[src/rtl/pb_debounce_pkg.sv]
`default_nettype none
// ============================================================================
// Module      : pb_debounce_pkg
// Description : Shared types and constants for the pushbutton debouncer.
//               Holds the per-channel state enum, the default timing
//               constants (50 MHz clock), and a helper that sizes the
//               qualification/hold counter.
// Revision    : 1.0 - initial release
// ============================================================================
package pb_debounce_pkg;

  // Per-channel debounce state.
  typedef enum logic [1:0] {
    REL   = 2'd0,  // stable released
    CHK_P = 2'd1,  // qualifying a press
    PRS   = 2'd2,  // stable pressed
    CHK_R = 2'd3   // qualifying a release
  } pb_state_t;

  // 10 ms and 1 s at 50 MHz.
  localparam int unsigned c_def_debounce_cycles = 500000;
  localparam int unsigned c_def_long_cycles     = 50000000;

  // The counter must hold LONG_CYCLES itself (saturation value) when long
  // press is enabled; otherwise only DEBOUNCE_CYCLES-1 is ever reached.
  function automatic int unsigned pb_cnt_width(
    input int unsigned debounce_cycles,
    input int unsigned long_cycles,
    input bit          long_en
  );
    int unsigned max_cnt;
    max_cnt = debounce_cycles;
    if (long_en && (long_cycles > max_cnt)) max_cnt = long_cycles;
    return $clog2(max_cnt + 1);
  endfunction

endpackage
`default_nettype wire

[src/rtl/pb_debounce_chan.sv]
`default_nettype none
// ============================================================================
// Module      : pb_debounce_chan
// Description : One debounced pushbutton channel: two-flop synchronizer,
//               four-state qualification FSM, shared counter, registered
//               press/release/long strobes.
//               Optional feature macro: PB_DEBOUNCE_LONGPRESS_EN enables the
//               long-press strobe; when undefined long_pulse is tied to 0.
// Ports       : clk           - rising-edge clock
//               reset_n       - asynchronous active-low reset
//               raw_in        - asynchronous pad level
//               db_out        - debounced level (same polarity as raw_in)
//               press_pulse   - one-cycle strobe per accepted press
//               release_pulse - one-cycle strobe per accepted release
//               long_pulse    - one-cycle strobe per long press
// Revision    : 1.0 - initial release
// ============================================================================
module pb_debounce_chan
  import pb_debounce_pkg::*;
#(
  parameter int unsigned DEBOUNCE_CYCLES = c_def_debounce_cycles,
  parameter int unsigned LONG_CYCLES     = c_def_long_cycles,
  parameter bit          ACTIVE_LOW      = 1'b1
) (
  input  logic clk,
  input  logic reset_n,
  input  logic raw_in,
  output logic db_out,
  output logic press_pulse,
  output logic release_pulse,
  output logic long_pulse
);

`ifdef PB_DEBOUNCE_LONGPRESS_EN
  localparam bit c_long_en = 1'b1;
`else
  localparam bit c_long_en = 1'b0;
`endif

  localparam int unsigned c_cnt_w = pb_cnt_width(DEBOUNCE_CYCLES, LONG_CYCLES, c_long_en);

  localparam logic c_pressed_lvl  = ACTIVE_LOW ? 1'b0 : 1'b1;
  localparam logic c_released_lvl = ~c_pressed_lvl;

  localparam logic [c_cnt_w-1:0] c_db_last = c_cnt_w'(DEBOUNCE_CYCLES - 1);
`ifdef PB_DEBOUNCE_LONGPRESS_EN
  localparam logic [c_cnt_w-1:0] c_long_last = c_cnt_w'(LONG_CYCLES - 1);
  localparam logic [c_cnt_w-1:0] c_long_sat  = c_cnt_w'(LONG_CYCLES);
`endif

  logic               r_sync1;
  logic               r_sync2;
  pb_state_t          r_state;
  pb_state_t          w_state_nxt;
  logic [c_cnt_w-1:0] r_cnt;
  logic [c_cnt_w-1:0] w_cnt_nxt;
  logic               r_db;
  logic               w_db_nxt;
  logic               r_press;
  logic               w_press_nxt;
  logic               r_release;
  logic               w_release_nxt;
  logic               w_pressed;

  // Metastability guard; nothing else looks at raw_in.
  always_ff @(posedge clk or negedge reset_n) begin
    if (!reset_n) begin
      r_sync1 <= c_released_lvl;
      r_sync2 <= c_released_lvl;
    end else begin
      r_sync1 <= raw_in;
      r_sync2 <= r_sync1;
    end
  end

  assign w_pressed = (r_sync2 == c_pressed_lvl);

`ifdef PB_DEBOUNCE_LONGPRESS_EN
  logic r_long;
  logic w_long_nxt;
`endif

  always_ff @(posedge clk or negedge reset_n) begin
    if (!reset_n) begin
      r_state   <= REL;
      r_cnt     <= '0;
      r_db      <= c_released_lvl;
      r_press   <= 1'b0;
      r_release <= 1'b0;
    end else begin
      r_state   <= w_state_nxt;
      r_cnt     <= w_cnt_nxt;
      r_db      <= w_db_nxt;
      r_press   <= w_press_nxt;
      r_release <= w_release_nxt;
    end
  end

`ifdef PB_DEBOUNCE_LONGPRESS_EN
  always_ff @(posedge clk or negedge reset_n) begin
    if (!reset_n) r_long <= 1'b0;
    else          r_long <= w_long_nxt;
  end
`endif

  always_comb begin
    w_state_nxt   = r_state;
    w_cnt_nxt     = r_cnt;
    w_db_nxt      = r_db;
    w_press_nxt   = 1'b0;
    w_release_nxt = 1'b0;
`ifdef PB_DEBOUNCE_LONGPRESS_EN
    w_long_nxt    = 1'b0;
`endif
    case (r_state)
      REL: begin
        if (w_pressed) begin
          w_state_nxt = CHK_P;
          w_cnt_nxt   = '0;
        end
      end
      CHK_P: begin
        if (!w_pressed) begin
          w_state_nxt = REL;
        end else if (r_cnt == c_db_last) begin
          w_state_nxt = PRS;
          w_db_nxt    = c_pressed_lvl;
          w_press_nxt = 1'b1;
          w_cnt_nxt   = '0;    // hold time starts at the accepted press
        end else begin
          w_cnt_nxt = r_cnt + 1'b1;
        end
      end
      PRS: begin
        if (!w_pressed) begin
          w_state_nxt = CHK_R;
          w_cnt_nxt   = '0;
        end
`ifdef PB_DEBOUNCE_LONGPRESS_EN
        else if (r_cnt == c_long_last) begin
          w_long_nxt = 1'b1;
          w_cnt_nxt  = c_long_sat;
        end else if (r_cnt < c_long_last) begin
          w_cnt_nxt = r_cnt + 1'b1;
        end
`endif
      end
      CHK_R: begin
        if (w_pressed) begin
          w_state_nxt = PRS;
`ifdef PB_DEBOUNCE_LONGPRESS_EN
          // A release glitch ends this press's long-press window; parking
          // at saturation keeps a second long strobe from firing.
          w_cnt_nxt   = c_long_sat;
`endif
        end else if (r_cnt == c_db_last) begin
          w_state_nxt   = REL;
          w_db_nxt      = c_released_lvl;
          w_release_nxt = 1'b1;
          w_cnt_nxt     = '0;
        end else begin
          w_cnt_nxt = r_cnt + 1'b1;
        end
      end
      default: begin
        w_state_nxt = REL;
        w_cnt_nxt   = '0;
      end
    endcase
  end

  assign db_out        = r_db;
  assign press_pulse   = r_press;
  assign release_pulse = r_release;
`ifdef PB_DEBOUNCE_LONGPRESS_EN
  assign long_pulse    = r_long;
`else
  assign long_pulse    = 1'b0;
`endif

endmodule
`default_nettype wire

[src/rtl/pushbutton_debouncer.sv]
`default_nettype none
// ============================================================================
// Module      : pushbutton_debouncer
// Description : N_BUTTONS independent pushbutton debouncers. Each bit of
//               raw_in gets its own pb_debounce_chan instance; channels share
//               nothing but clock and reset.
//               Optional feature macro: PB_DEBOUNCE_LONGPRESS_EN (long-press
//               strobe); when undefined long_pulse is constant 0.
// Ports       : clk           - rising-edge clock
//               reset_n       - asynchronous active-low reset
//               raw_in        - [N_BUTTONS] asynchronous key pad levels
//               db_out        - [N_BUTTONS] debounced levels, raw_in polarity
//               press_pulse   - [N_BUTTONS] one-cycle accepted-press strobes
//               release_pulse - [N_BUTTONS] one-cycle accepted-release strobes
//               long_pulse    - [N_BUTTONS] one-cycle long-press strobes
// Revision    : 1.0 - initial release
// ============================================================================
module pushbutton_debouncer
  import pb_debounce_pkg::*;
#(
  parameter int unsigned N_BUTTONS       = 2,
  parameter int unsigned DEBOUNCE_CYCLES = c_def_debounce_cycles,
  parameter bit          ACTIVE_LOW      = 1'b1,
  parameter int unsigned LONG_CYCLES     = c_def_long_cycles
) (
  input  logic                 clk,
  input  logic                 reset_n,
  input  logic [N_BUTTONS-1:0] raw_in,
  output logic [N_BUTTONS-1:0] db_out,
  output logic [N_BUTTONS-1:0] press_pulse,
  output logic [N_BUTTONS-1:0] release_pulse,
  output logic [N_BUTTONS-1:0] long_pulse
);

  for (genvar gi = 0; gi < N_BUTTONS; gi++) begin : g_chan
    pb_debounce_chan #(
      .DEBOUNCE_CYCLES (DEBOUNCE_CYCLES),
      .LONG_CYCLES     (LONG_CYCLES),
      .ACTIVE_LOW      (ACTIVE_LOW)
    ) u_chan (
      .clk           (clk),
      .reset_n       (reset_n),
      .raw_in        (raw_in[gi]),
      .db_out        (db_out[gi]),
      .press_pulse   (press_pulse[gi]),
      .release_pulse (release_pulse[gi]),
      .long_pulse    (long_pulse[gi])
    );
  end

endmodule
`default_nettype wire
[config.mk]
export PLATFORM = sky130hd
export DESIGN_NAME = pushbutton_debouncer
export DESIGN_NICKNAME = d
export VERILOG_FILES = /design/src/rtl/pb_debounce_pkg.sv /design/src/rtl/pb_debounce_chan.sv /design/src/rtl/pushbutton_debouncer.sv
export SDC_FILE = /design/constraint.sdc
export NUM_CORES = 1
export LEC_CHECK = 0
export CORE_AREA = 2 2 76 78
export CTS_CLUSTER_SIZE = 28
export DETAILED_ROUTE_END_ITERATION = 7
export DIE_AREA = 0 0 78 80
export PLACE_DENSITY = 0.69
export SLEW_MARGIN = 20
export SYNTH_ARGS = -nofsm -noshare
export SYNTH_HDL_FRONTEND = slang
export SYNTH_SLANG_ARGS = --single-unit
[constraint.sdc]
create_clock -name clk -period 1.9 [get_ports clk]
set_input_delay 0.19 -clock clk [delete_from_list [all_inputs] [get_ports clk]]
set_output_delay 0.19 -clock clk [all_outputs]
set_load 0.02 [all_outputs]
**Word level (Yosys, flattened, before mapping)**

Index checks and enable logic that the tools add are counted.
Widths: inputs -> output; s select.

- Bits in registers: 52
- Input port bits: 4
- Logic and storage cells: 96

- $add $sub $neg: 2
- Eq/ne operators: 24
- Mux-type cells: 46
- Reduce and logical (&&, ||, !) cells: 10

Operator list:

| cell | number |
|---|---|
| $mux 19 | 10 |
| $pmux 19 s4 | 2 |
| $add 19x1->19 const B | 2 |
| $eq 19x19->1 const B | 2 |
| $mux 2 | 12 |
| $mux 1 | 18 |
| $ne 2x1->1 const B | 8 |
| $pmux 2 s4 | 2 |
| $reduce_and 4->1 | 4 |
| $reduce_and 5->1 | 2 |
| $eq 2x2->1 const B | 4 |
| $ne 2x2->1 const B | 4 |
| $ne 3x1->1 const B | 2 |
| $ne 3x3->1 const B | 2 |
| $eq 2x1->1 const B | 2 |
| $logic_not 2->1 | 2 |
| $pmux 1 s2 | 2 |
| $reduce_bool 2->1 | 2 |

**Depth between registers and ports, before layout**

Gate-level depths: netlist of run 1.

- Word-level depth: 4
- Depth in mapped cells: 7

**Modules after synthesis**

From an unflattened synthesis of run 1, not the netlist that was laid out.

- Cells, all modules: 267
- Area total of the unflattened synthesis: 2647.5 um^2

By module, submodules not included:

| module | times used | cells each | area each (um^2) | sequential area each (um^2) |
|---|---|---|---|---|
| pb_debounce_chan at g_chan[0].u_chan | 1 | 133 | 1351.3 | 654.4 |
| pb_debounce_chan at g_chan[1].u_chan | 1 | 134 | 1296.2 | 654.4 |

**Least setup slack after synthesis of run 1**

No wires, ideal clock.

- Path kind: reg2reg
- Start: reg g_chan[0].u_chan.r_cnt[5]
- End: reg g_chan[0].u_chan.r_cnt[5]
- Setup time: 119 ps
- Arrival time: 1724 ps
- Required time: 1781 ps
- Slack: 57 ps
- Cell stages (with the launch flop): 7
- Period minus slack after synthesis: 1843 ps
- Cell sequence: dfrtp_1 or4b_4 nor4_4 a21boi_2 nor2_4 buf_6 nor2_1

- Longest elaborated chain between the ends: 4

RTL lines:

| item | line | source |
|---|---|---|
| start: declaration | pb_debounce_chan.sv:55 | `logic [c_cnt_w-1:0] r_cnt;` |
| start signal: assignment | pb_debounce_chan.sv:92 | `r_cnt <= w_cnt_nxt;` |
| $add 19x1->19 or $eq 19x19->1 (tied branches) | - |  |
| $mux 19 * | pb_debounce_chan.sv:125, pb_debounce_chan.sv:156 |  |
| $mux 19 (on tied branches) | pb_debounce_chan.sv:149, pb_debounce_chan.sv:123 |  |
| $pmux 19 s4 * | pb_debounce_chan.sv:115 | `case (r_state)` |

Every way passes the cells marked *; elsewhere a longest branch is shown, timed or not. The select of a mux whose other input is x is not followed.
A chain may end at the register's enable or synchronous reset.

**Worst setup path after layout of run 1**

- Start: reg g_chan[0].u_chan.r_cnt[11]
- End: reg g_chan[0].u_chan.r_cnt[13]

Same word-level chain as after synthesis.

==> results of run 1 <==
## cell families (layout without fill, tap and decap cells)
kind of cell	after synthesis	in the layout	share of synthesized area [%]
and+or+nand+nor	145	145	29.90
DFF	52	52	49.71
AOI/OAI and AO/OA	27	28	6.749
xor gates and xnor gates	24	24	7.985
buffers and inverters	19	62	4.182
adders and majority gates	2	2	0.9504
other	1	2	0.1424
muxes	1	1	0.3802
## sequential cells by signal (all words and copies together) (netlist names), named ones only
signal                       count
g_chan.u_chan.db_out             2
g_chan.u_chan.release_pulse      2
g_chan.u_chan.r_sync2            2
g_chan.u_chan.r_cnt             38
g_chan.u_chan.r_sync1            2
g_chan.u_chan.press_pulse        2
g_chan.u_chan.r_state            2
## per-stage QoR
stage / setup WS (ns) / TNS (ns)
floorplan: 0.05678 / 0
global placement: 0.02908 / 0
detailed placement: -0.03083 / -0.1379
CTS: -0.02915 / -0.03389
global route: -0.1184 / -2.047
finish: -0.01354 / -0.1182
## path summary, 6_finish.rpt
check,from,cells past startpoint,endpoint
worst min-delay path,reset_n,2,g_chan[0].u_chan.r_cnt[6]$_DFFE_PN0P_
max in group asynchronous,reset_n,2,g_chan[0].u_chan.press_pulse$_DFF_PN0_
min in group clk,raw_in[1],1,g_chan[1].u_chan.r_sync1$_DFF_PN1_
worst max register to register,g_chan[0].u_chan.r_cnt[11]$_DFFE_PN0P_,7,g_chan[0].u_chan.r_cnt[13]$_DFFE_PN0P_
worst max-delay path,g_chan[0].u_chan.r_cnt[11]$_DFFE_PN0P_,7,g_chan[0].u_chan.r_cnt[13]$_DFFE_PN0P_
worst min register to register,g_chan[0].u_chan.r_sync1$_DFF_PN1_,0,g_chan[0].u_chan.r_sync2$_DFF_PN1_
## critical path: stages (launching register included)
cell and delay (ns):
dfrtp_1 0.40, or4_4 0.55, nor4_4 0.31, buf_4 0.16, a21boi_2 0.08, nor2_4 0.12, buf_12 0.14, nor2_1 0.05
## layer usage
metal  share of wire [%]  track usage, %
met5                   0               0
met4                0.50           3.509
met3                 3.0           4.638
met2                  50           31.72
met1                  47           24.07
## synth_stat cells (2+ instances only)
master    instances
a21boi_2          2
nor2_4            2
dfrtp_1          46
inv_1             6
ha_1              2
xnor2_1           9
and3_1            5
nor4_1            7
buf_4             8
xor2_1           15
nor4_4            2
or4b_4            2
o21ai_1           2
nand3_2           2
or4_1             2
nor3_1            6
or3_1             2
nand4_1          10
nand2b_1          2
clkbuf_1          3
nand3b_1          3
a31oi_1           2
nand2_1          32
dfstp_2           6
a22o_1            2
nand3_1          30
a21oi_1           4
o21ai_0           7
o211ai_1          2
o22ai_1           2
nor2_1           31
## repair_timing
item / in CTS / in global routing
gates resized for setup: 2 / 7
endpoints found under the setup margin: 10 / 39
setup buffers: 0 / 4
hold endpoints to repair: 0 / 0
gates cloned: 0 / 1
pin swaps: 0 / 5
## power groups by stage
| stage | clock network (mW) | registers, mW | logic (mW) |
|---|---|---|---|
| floorplan | 0 | 1.19 | 0.0814 |
| global placement | 0 | 1.19 | 0.143 |
| detailed placement | 0 | 1.19 | 0.148 |
| CTS | 0.628 | 1.17 | 0.150 |
| global route | 0.654 | 1.18 | 0.170 |
| finish | 0.614 | 1.17 | 0.150 |
## cell type report
cell class,instances,area [µm²]
fill,465,2250
clock inverter,1,5.005
inverter,6,22.52
multi-input combinational,202,1259
timing repair buffer,48,394.1
tap,72,90.09
clock buffer,7,76.32
sequential,52,1309
==> results.json, run 1 <==
{
  "die_w_um": 78,
  "grt_max_degree": 53,
  "synth_top_area_share_pct": 43.73,
  "hpwlAfterDp_um": 3796,
  "wirelength_um": 5384,
  "clockPowerShare_pct": 31.7,
  "worstPathRequired_ns": 2.10,
  "drt_iter0_drc": 176,
  "syn_area_um2": 2633,
  "layout_commonest_cell": "dfrtp_1",
  "startpoint_type": "flip-flop",
  "ant_nets": 0,
  "cts_tree": "built",
  "seq_area_frac_synth_pct": 49.71,
  "synth_edf_count": 0,
  "vias": 2071,
  "crit_type": "reg2reg",
  "max_freq_ghz": 0.5226,
  "ys_types": 46,
  "placed_area_um2": 2999,
  "grt_setup_unrepaired": "yes",
  "hold_violations": 16,
  "crit_fanout": 14,
  "finalPower_mw": 1.938,
  "drv_cap": 0,
  "die_y_um": 80,
  "instances_no_fill": 388,
  "hold_slack_ns": -0.01271,
  "cts-hold-fix-buffers": 0,
  "grt_pass1_wl_um": 9128,
  "finalSetupViolations": 14,
  "power_density_nw_per_um2": 614.2,
  "diodes": 0,
  "pin_count": 12,
  "failed_checks": "hold timing, setup timing",
  "cts.sinks": 52,
  "antenna_found_initial": 0,
  "wl_per_cell_um": 13.88,
  "yosys_warnings": 0,
  "syn_avg_cell_area_um2": 9.714,
  "utilization_pct": 58.38,
  "numPortBuffers": 9,
  "finalCritPeriodShare_pct": 100.7,
  "synth_area_leader_cell": "dfrtp_1",
  "synthTopCellsByArea": "dfrtp_1, dfstp_2, nand3_1",
  "syn_inst": 271,
  "ir_drop_uv": 505.7,
  "grt_pass1_vias": 1959,
  "cts_root_buf": "clkbuf_8",
  "finClkSkew_ns": 0.007432,
  "cts_max_path_buffers": 2,
  "combPwrFrac_pct": 7.7,
  "hold_class": "in2async",
  "layout.nets": 321,
  "dp_cells": 375,
  "core_um2": 5405,
  "stdcell_area_um2": 3156,
  "yosys_register_bits": 52,
  "htreeDepth": 2,
  "drc_errors": 0,
  "slew_viol_final": 0,
  "netSwitchingFraction_pct": 24.71,
  "cts_buffers": 5,
  "worstMarginPinSlew_ns": 0.6538,
  "reg2reg_slack_ns": -0.01,
  "die_area_um2": 6240,
  "worstSetupEndpointType": "flip-flop",
  "fin_ws_ns": -0.01354,
  "gp_congestion": 0.7881,
  "rows": 27,
  "synth_top_flop_cell": "dfrtp_1",
  "seqPwrFrac_pct": 60.6,
  "area_delta_synth_final_pct": 19.87,
  "period_minus_slack_ns": 1.914,
  "via_per_inst": 5.338,
  "final_layout_size_suffix_gt1_share_pct": 21.84,
  "clock_latency_ns": 0.30,
  "outcome": "finished, violations left",
  "intPower_mw": 1.459,
  "switching_power_uw": 478.9,
  "final_cell_mix": "dfrtp_1, buf_4, nand2_1",
  "p_leak_nw": 1.400,
  "cp_data_arrival_time_ns": 2.11,
  "synthArstFlopShare_pct": 100.0,
  "slew_headroom_pct": 56.41,
  "grt_use_total_pct": 18.53,
  "initial_utilization_pct": 48.70,
  "clk_pin_slew_ns": 0.09,
  "first_pass_iters": 4,
  "grt_overflow": 0
}
Note: power is estimated with default switching activity, not from simulation.
==> run 2, diff against run 1 <==
==> constraint.sdc (replaced) <==
create_clock -name clk -period 1.6 [get_ports clk]
set_input_delay 0.16 -clock clk [delete_from_list [all_inputs] [get_ports clk]]
set_output_delay 0.16 -clock clk [all_outputs]
set_load 0.02 [all_outputs]
==> run 2 against run 1 <==
Against the previous run:
- the flow finishes with violations (setup timing)
- cell area increased by 13%
- power rose by 25%
- clock power up 29%
- critical endpoint is now g_chan[1].u_chan.r_cnt[3]$_DFFE_PN0P_
==> results.json, run 2 (synthesis gave the netlist of run 1 again) <==
{
  "outcome": "finished, violations left",
  "failed_checks": "setup timing",
  "drt_iter0_drc": 85,
  "cts.sinks": 52,
  "first_pass_iters": 4,
  "pin_count": 12,
  "power_density_nw_per_um2": 681.3,
  "diodes": 0,
  "p_leak_nw": 1.606,
  "hpwlAfterDp_um": 4028,
  "crit_type": "reg2reg",
  "grt_overflow": 0,
  "period_minus_slack_ns": 1.839,
  "via_per_inst": 5.395,
  "largest_reg_flops": 38,
  "largest_register": "g_chan.u_chan.r_cnt",
  "vias": 2266,
  "slew_viol_final": 0,
  "fin_tns_setup_ns": -8.766,
  "grt_use_total_pct": 20.49,
  "wirelength_um": 6071,
  "hold_class": "in2reg",
  "worstPathRequired_ns": 1.78,
  "final_layout_size_suffix_gt1_share_pct": 35.06,
  "cts_buffers": 5,
  "worstSetupEndpointType": "flip-flop",
  "num-fill-cells": 408,
  "antenna_found_initial": 0,
  "startpoint_type": "flip-flop",
  "ant_nets": 0,
  "cts_max_path_buffers": 2,
  "numPortBuffers": 9,
  "rows": 27,
  "initial_utilization_pct": 48.70,
  "cts_tree": "built",
  "die_w_um": 78,
  "finalCritPeriodShare_pct": 115.0,
  "wl_per_cell_um": 14.45,
  "gp_congestion": 0.8218,
  "ir_drop_uv": 541.5,
  "die_y_um": 80,
  "crit_fanout": 6,
  "clock_latency_ns": 0.31,
  "grt_pass1_wl_um": 10090,
  "fin_ws_ns": -0.2393,
  "finClkSkew_ns": 0.005296,
  "hold_violations": 0,
  "cts_root_buf": "clkbuf_8",
  "clk_pin_slew_ns": 0.09,
  "grt_max_degree": 53,
  "max_freq_ghz": 0.5437,
  "grt_setup_unrepaired": "yes",
  "reg2reg_slack_ns": -0.24,
  "core_um2": 5405,
  "instances_no_fill": 420,
  "drv_cap": 0,
  "die_area_um2": 6240,
  "finalSetupViolations": 45,
  "cp_data_arrival_time_ns": 2.02,
  "htreeDepth": 2,
  "grt_pass1_vias": 2217,
  "dp_cells": 402,
  "layout_commonest_cell": "buf_4",
  "final_cell_mix": "buf_4, dfrtp_1, nand2_1",
  "layout.nets": 353,
  "area_delta_synth_final_pct": 35.27,
  "drc_errors": 0
}
run 2: cell count changes in the layout (fill, tap and decap cells not counted), moves of 3 or more:
| cell | previous run | this run |
|---|---|---|
| buf_4 | 37 | 64 |
| o21ai_2 | 0 | 4 |
| nor3_1 | 6 | 3 |
| nor3_2 | 0 | 3 |
| o21ai_0 | 5 | 2 |
run 2: report_power, final:
| group | internal, mW | leakage [nW] | total (mW) | switching [mW] |
|---|---|---|---|---|
| clock | 0.352 | 0.0445 | 0.790 | 0.437 |
| sequential | 1.35 | 0.696 | 1.39 | 0.0371 |
| combinational | 0.115 | 0.866 | 0.248 | 0.133 |
run 2: stage by stage:
stage | instance area (µm²) | total power [mW] | hold slack [ns] | util, % | setup slack, ns
after floorplan | 2658 | 1.507 | -0.1356 | - | -0.2193
after global placement | 3236 | 1.624 | 0.1680 | 59.86 | -0.2269
after detailed placement | 3236 | 1.635 | 0.1700 | 59.86 | -0.2693
after CTS | 3458 | 2.432 | 0.2473 | 63.98 | -0.2473
after global routing | 3561 | 2.531 | 0.2388 | 65.88 | -0.3256
final | 3561 | 2.426 | 0.2535 | 65.88 | -0.2393
run 2: critical path: stages (launching register included):
cell	delay, ns
dfrtp_1	0.39
or4b_4	0.56
nor4_4	0.27
buf_6	0.16
a21boi_4	0.09
nand2_4	0.15
o311ai_2	0.09
run 2: final cells by class:
type	count	area, µm²	share of cell area (%)
Clock buffer	7	86.33	2.424
Clock inverter	1	7.507	0.2108
Inverter	6	22.52	0.6325
Multi-Input combinational cell	202	1379	38.72
Sequential cell	52	1309	36.75
Tap cell	72	90.09	2.530
Timing Repair Buffer	80	666.9	18.73
run 2: final timing paths:
path	endpoint	cells past startpoint	from
setup / recovery	g_chan[1].u_chan.r_cnt[3]$_DFFE_PN0P_	6	g_chan[1].u_chan.r_cnt[7]$_DFFE_PN0P_
hold / removal	g_chan[1].u_chan.r_sync1$_DFF_PN1_	1	raw_in[1]
setup reg to reg	g_chan[1].u_chan.r_cnt[3]$_DFFE_PN0P_	6	g_chan[1].u_chan.r_cnt[7]$_DFFE_PN0P_
hold reg to reg	g_chan[1].u_chan.r_sync2$_DFF_PN1_	0	g_chan[1].u_chan.r_sync1$_DFF_PN1_
max in group asynchronous	g_chan[1].u_chan.r_sync2$_DFF_PN1_	3	reset_n
min in group asynchronous	g_chan[0].u_chan.r_cnt[6]$_DFFE_PN0P_	3	reset_n
run 2: what timing repair did:
| action | 4_1_cts | 5_1_grt |
|---|---|---|
| gates resized for setup | 17 | 18 |
| hold buffers | 1 | 0 |
| pin swaps | 11 | 13 |
| setup endpoints to repair | 47 | 47 |
| hold endpoints to repair | 46 | 0 |
| setup buffers | 4 | 4 |
| cloned | 1 | 0 |
run 2: layer usage:
metal	global-route usage (%)	up-vias	wire length [µm]
met3	4.525	8	226
met5	0	-	0
li1	-	1101	-
met2	36.03	59	3154
met1	25.45	1098	2616
met4	5.614	0	74
==> run 3, diff against run 2 <==
--- a/config.mk
+++ b/config.mk
@@ -10,7 +10,7 @@
 export DETAILED_ROUTE_END_ITERATION = 7
 export DIE_AREA = 0 0 78 80
 export PLACE_DENSITY = 0.69
-export SLEW_MARGIN = 20
+export SLEW_MARGIN = 40
 export SYNTH_ARGS = -nofsm -noshare
 export SYNTH_HDL_FRONTEND = slang
 export SYNTH_SLANG_ARGS = --single-unit
==> constraint.sdc (replaced) <==
create_clock -name clk -period 1.6 [get_ports clk]
set_input_delay 0.32 -clock clk [delete_from_list [all_inputs] [get_ports clk]]
set_output_delay 0.32 -clock clk [all_outputs]
set_load 0.02 [all_outputs]
==> run 3 against run 2 <==
Against the previous run:
- the flow still finishes with violations (setup timing)
- sequential cell count unchanged
- via count decreased by 0.71%
- power increased by 0.16%
- worst setup slack got worse by 0.0035 ns
- cell count unchanged
- clock-buffer cell count unchanged
- largest power group unchanged
==> results.json, run 3 (synthesis gave the netlist of run 1 again) <==
{
  "outcome": "finished, violations left",
  "failed_checks": "setup timing",
  "crit_path_top_delay_cell": "or4b_4",
  "layout_commonest_cell": "buf_4",
  "max_freq_ghz": 0.5427,
  "area_delta_synth_final_pct": 35.46,
  "hold_violations": 0,
  "ant_nets": 0,
  "reg2reg_slack_ns": -0.24,
  "antenna_found_initial": 0,
  "pin_count": 12,
  "clock_latency_ns": 0.31,
  "cts_max_path_buffers": 2,
  "netSwitchingFraction_pct": 25.16,
  "core_um2": 5405,
  "largest_reg_flops": 38,
  "clockPowerShare_pct": 32.6,
  "rows": 27,
  "final_cell_mix": "buf_4, dfrtp_1, nand2_1",
  "combPwrFrac_pct": 10.2,
  "max_stage_delay_ns": 0.56,
  "cts_tree": "built",
  "vias": 2250,
  "num-fill-cells": 406,
  "worstSetupEndpointType": "flip-flop",
  "drt_iter0_drc": 73,
  "drc_errors": 0,
  "crit_chain": "or4b_4, nor4_4, buf_6, a21boi_4, nand2_4, o311ai_2",
  "finalCritPeriodShare_pct": 115.2,
  "worstPathRequired_ns": 1.78,
  "p_leak_nw": 1.644,
  "drv_cap": 0,
  "crit_type": "reg2reg",
  "cp_data_arrival_time_ns": 2.02,
  "dp_cells": 402,
  "finClkSkew_ns": 0.005928,
  "fin_ws_ns": -0.2427,
  "critPathTopFamily": "simple AND/OR/NAND/NOR gates",
  "finalSetupViolations": 45,
  "utilization_pct": 65.97,
  "initial_utilization_pct": 48.70,
  "grt_max_degree": 53,
  "via_per_inst": 5.357,
  "hpwlAfterDp_um": 4028,
  "largest_register": "g_chan.u_chan.r_cnt",
  "die_area_um2": 6240,
  "diodes": 0,
  "placed_area_um2": 3236,
  "clk_pin_slew_ns": 0.09,
  "die_y_um": 80,
  "switching_power_uw": 611.2,
  "grt_pass1_wl_um": 10090,
  "hold_depth": 0,
  "layout.nets": 353,
  "numPortBuffers": 9,
  "power_density_nw_per_um2": 681.4,
  "reg2regPathDepth": 6,
  "seqPwrFrac_pct": 57.1,
  "first_pass_iters": 4,
  "critPathBufInv": 1,
  "hold_slack_ns": 0.3608,
  "wl_per_cell_um": 14.59,
  "startpoint_type": "flip-flop",
  "hold_class": "reg2reg",
  "die_w_um": 78,
  "wirelength_um": 6127,
  "period_minus_slack_ns": 1.843,
  "instances_no_fill": 420,
  "grt_use_total_pct": 20.49,
  "cp.depth": 6,
  "crit_fanout": 6,
  "intPower_mw": 1.819,
  "slew_viol_final": 0,
  "gp_congestion": 0.8218,
  "cts_buffers": 5,
  "cts.sinks": 52,
  "grt_pass1_vias": 2217,
  "cts_root_buf": "clkbuf_8",
  "grt_overflow": 0,
  "ir_drop_uv": 541.4,
  "final_layout_size_suffix_gt1_share_pct": 35.06,
  "grt_setup_unrepaired": "yes",
  "stdcell_area_um2": 3566,
  "htreeDepth": 2
}
==> run 3: cell count changes in the layout (fill, tap and decap cells not counted), sizes merged <==
| cell | before | now |
|---|---|---|
| dlymetal6s2s | 0 | 2 |
| clkdlybuf4s50 | 6 | 4 |
==> run 3: worst register-to-register path, cell delays in order, from the launching register on <==
cell      delay [ns]
dfrtp_1         0.39
or4b_4          0.56
nor4_4          0.27
buf_6           0.16
a21boi_4        0.09
nand2_4         0.15
o311ai_2        0.10
==> run 3: cell type report <==
cell class                      instances  area [µm²]  share of cell area, %
Multi-Input combinational cell        202        1379                  38.67
Timing Repair Buffer                   80       671.9                  18.84
Inverter                                6       22.52                 0.6316
Clock buffer                            7       86.33                  2.421
Clock inverter                          1       7.507                 0.2105
Tap cell                               72       90.09                  2.526
Sequential cell                        52        1309                  36.70
==> run 3: power by group through the flow <==
stage               logic, mW  registers, mW  clock network, mW
floorplan              0.0990           1.41                  0
global route            0.275           1.39              0.863
finish                  0.248           1.39              0.793
global placement        0.218           1.41                  0
detailed placement      0.224           1.41                  0
CTS                     0.236           1.39              0.810
==> run 3: routing by layer <==
layer,vias up,track usage [%],part of all wire (%)
met1,1095,25.45,44
met2,46,36.03,52
met3,8,4.525,3.2
met5,-,0,0
li1,1101,-,-
met4,0,5.614,1.2
==> run 3: path summary, 6_finish.rpt <==
check	start	endpoint
worst min register to register	g_chan[1].u_chan.r_sync1$_DFF_PN1_	g_chan[1].u_chan.r_sync2$_DFF_PN1_
min in group asynchronous	reset_n	g_chan[0].u_chan.r_cnt[6]$_DFFE_PN0P_
worst max-delay path	g_chan[1].u_chan.r_cnt[7]$_DFFE_PN0P_	g_chan[1].u_chan.r_cnt[3]$_DFFE_PN0P_
max in group asynchronous	reset_n	g_chan[1].u_chan.r_sync2$_DFF_PN1_
worst min-delay path	g_chan[1].u_chan.r_sync1$_DFF_PN1_	g_chan[1].u_chan.r_sync2$_DFF_PN1_
worst max register to register	g_chan[1].u_chan.r_cnt[7]$_DFFE_PN0P_	g_chan[1].u_chan.r_cnt[3]$_DFFE_PN0P_
==> run 3: stage by stage <==
| step | setup slack (ns) | TNS, ns | power [mW] |
|---|---|---|---|
| 6_report | -0.2427 | -8.794 | 2.430 |
| 5_1_grt | -0.3256 | -12.74 | 2.531 |
| 4_1_cts | -0.2473 | -8.855 | 2.432 |
| 3_5_place_dp | -0.2693 | -8.504 | 1.635 |
| 3_3_place_gp | -0.2269 | -7.941 | 1.624 |
| 2_1_floorplan | -0.2193 | -6.407 | 1.507 |
==> run 3: repair_timing <==
item | 4_1_cts | 5_1_grt
pin swaps | 11 | 13
setup buffers | 4 | 4
cloned | 1 | 0
setup endpoints to repair | 47 | 49
hold buffers | 1 | 0
gates resized for setup | 17 | 20
endpoints found under the hold margin | 34 | 0
==> patch (flow settings as in run 1) <==
Re-encode `pb_state_t` (4 states) as Gray code, 2 bits wide.
--- a/src/rtl/pb_debounce_pkg.sv
+++ b/src/rtl/pb_debounce_pkg.sv
@@ -12,8 +12,8 @@
   // Per-channel debounce state.
   typedef enum logic [1:0] {
-    REL   = 2'd0,  // stable released
-    CHK_P = 2'd1,  // qualifying a press
-    PRS   = 2'd2,  // stable pressed
-    CHK_R = 2'd3   // qualifying a release
+    REL   = 2'b00,  // stable released
+    CHK_P = 2'b01,  // qualifying a press
+    PRS   = 2'b11,  // stable pressed
+    CHK_R = 2'b10   // qualifying a release
   } pb_state_t;
 
Check against the original RTL: no difference found for any inputs over 10 cycles, from zero or initial values and one cycle with reset_n low; not proved beyond that.
==> patch against run 1 <==
- the flow finishes with violations (negative setup slack)
- setup slack worse by 0.013 ns
- routed wire length up 24%
- non-clock buffer count up 19
- count of clock-buffer cells in the layout unchanged
- critical path type unchanged
- sequential cell count unchanged
- final area up 18%
- area after synthesis up 13%
Power is not compared: it rests on default switching activity, and its combinational part moved more than twofold at a synthesized area within 25%.
==> patch: results (changes against run 1) <==
Hold Path Class: in -> reg (was in -> async)
CTS H-tree lvls: 2 (unchanged)
Async set-reset flop share out of synthesis: 100% (unchanged)
ClkCell Share: 3.38% (was 2.58%)
Failing checks: negative setup slack (was negative hold slack, negative setup slack)
Signal buffers: 67 (was 48)
Reg2reg end: g_chan[1].u_chan.r_state[1] (was g_chan[0].u_chan.r_cnt[13])
RD Place Congestion: 0.930 (was 0.788)
Hold EP: g_chan[1].u_chan.r_sync1
Final worst clock skew: 0.00987 ns (was 0.00743 ns)
Total Nets Final: 389 (was 321)
Pin count of the biggest net entering global routing: 53 (unchanged)
Worst vdd ir: 0.533 mV
Area contributors post-synth: dfrtp_1 (39%), dfstp_2 (5.3%), ha_1 (4.6%) (was dfrtp_1 (44%), dfstp_2 (6.0%), nand3_1 (5.7%))
Vias: 2,528 (was 2,071)
Clk slew on worst S/H paths: 0.10 ns
Wire per inst: 15.0 um (was 13.9 um)
DP HPWL: 4600 um (was 3800 um)
Status: finished with violations (unchanged)
DRT iter0 DRCs: 108 (was 176)
Inverters excl. clock: 12 (was 6)
Crit Path Max Fanout: 3 (was 14)
Cell variety after synth: 52 (was 46)
CTS root buf: clkbuf_8 (unchanged)
Non-clock buffer share: 14.7% (was 12.5%)
Clock buffers: 7 (unchanged)
#FFs+latches synth: 52 (unchanged)
R2R Path Start: g_chan[1].u_chan.r_cnt[14] (was g_chan[0].u_chan.r_cnt[11])
Post-route setup TNS: -0.0269 ns (was -0.118 ns)
Fraction of area in multi-input gates: 43.3% (was 39.9%)
FF/Latch Area: 1310 um^2 (unchanged)
First-pass GRT wire length: 11,000 um (was 9130 um)
Commonest non-fill, non-tap cell in the layout: buf_4 (was dfrtp_1)
Vias in the first global route: 2,323 (was 1,959)
Fraction of layout cells with a size suffix above 1: 27.7% (was 21.8%)
Worst-Margin Slew: 0.506 ns (was 0.654 ns)
Worst-Skew Late Latency: 0.30 ns (about the same)
Setup violators final: 1 (was 14)
DP Area: 3430 um^2 (was 3000 um^2)
Sequential area share after synthesis: 44.1% (was 49.7%)
LEAKAGE: 1.74 nW
Total GRT Usage: 22.3% (was 18.5%)
Final setup margin: -0.0269 ns (was -0.0135 ns)
Crit path arrival time: 2.13 ns (was 2.11 ns)
R2R depth: 5 (was 7)
Post-synth top cells: dfrtp_1 (46), nand2_1 (33), nor2_1 (33), nand3_1 (23), and3_1 (13) (was dfrtp_1 (46), nand2_1 (32), nor2_1 (31), nand3_1 (30), xor2_1 (15))
DRT Pass-1 Iters: 4 (unchanged)
FILL cells: 435 (was 465)
Number of multi-input logic gates: 236 (was 202)
-- patch: changes by cell type after synthesis, sizes merged, moves of 4 or more --
| cell | run 1 | this run |
|---|---|---|
| xnor2 | 9 | 4 |
| a21oi | 4 | 9 |
| mux2i | 1 | 5 |
| and3 | 5 | 13 |
| o31ai | 1 | 5 |
| ha | 2 | 11 |
| nand3 | 32 | 23 |
| inv | 6 | 12 |
| mux2 | 0 | 5 |
| clkbuf | 3 | 7 |
-- patch: how the worst max path moves through the flow --
| stage | from | to | slack, ns |
|---|---|---|---|
| CTS | g_chan[1].u_chan.r_cnt[14] | g_chan[1].u_chan.r_cnt[17] | 0.002 |
| floorplan | g_chan[0].u_chan.r_cnt[0] | g_chan[0].u_chan.r_state[1] | 0.007 |
| global placement | g_chan[0].u_chan.r_cnt[1] | g_chan[0].u_chan.r_cnt[5] | -0.01 |
| global route | g_chan[1].u_chan.r_cnt[14] | g_chan[1].u_chan.r_state[1] | -0.12 |
| detailed placement | g_chan[0].u_chan.r_cnt[1] | g_chan[0].u_chan.r_cnt[5] | -0.04 |
| finish | g_chan[1].u_chan.r_cnt[14] | g_chan[1].u_chan.r_state[1] | -0.03 |
-- patch: power groups by stage --
stage	sequential, mW	combinational, mW	clock (mW)
2_1_floorplan	1.35	1.08	0
3_3_place_gp	1.34	1.79	0
3_5_place_dp	1.35	1.83	0
4_1_cts	1.33	1.85	0.854
5_1_grt	1.35	2.29	0.889
6_report	1.34	2.08	0.830
-- patch: stage by stage --
step | util (%) | hold WS [ns] | setup WS, ns | instances
4_1_cts | 66.3 | 0.277 | 0.00151 | 436
6_report | 69.1 | 0.287 | -0.0269 | 447
3_3_place_gp | 63.4 | 0.202 | -0.0138 | 427
3_5_place_dp | 63.4 | 0.204 | -0.0402 | 427
2_1_floorplan | - | -0.106 | 0.00681 | 318
5_1_grt | 69.1 | 0.294 | -0.116 | 447
-- patch: kinds of logic after synthesis --
kind of cell / count (synthesis) / share of synthesized area, %
mux: 10 / 3.58
flops: 52 / 44.1
compound gates: 52 / 12.2
simple gates: 145 / 25.5
fa+ha+maj: 11 / 4.64
buf+inv: 30 / 5.23
other cells: 1 / 0.126
xor+xnor: 16 / 4.72
-- patch: worst max-delay path, cell delays in order (launching register included) --
cell	delay [ns]
dfrtp_1	0.39
or4b_4	0.56
nor4_4	0.33
and2_4	0.22
a21oi_2	0.07
mux2_2	0.27
-- patch: metal layers --
metal | share of wire (%) | track usage, %
met5 | 0 | 0
met4 | 0.55 | 5.09
met3 | 3.8 | 3.73
met2 | 48 | 36.5
met1 | 47 | 31.4
-- patch: timing repair --
action | in CTS | in global routing
gates cloned | 0 | 1
hold buffers | 1 | 0
endpoints found under the hold margin | 46 | 0
pin swaps | 1 | 5
endpoints found under the setup margin | 10 | 28
buffers inserted | 0 | 10
resized for setup | 7 | 17
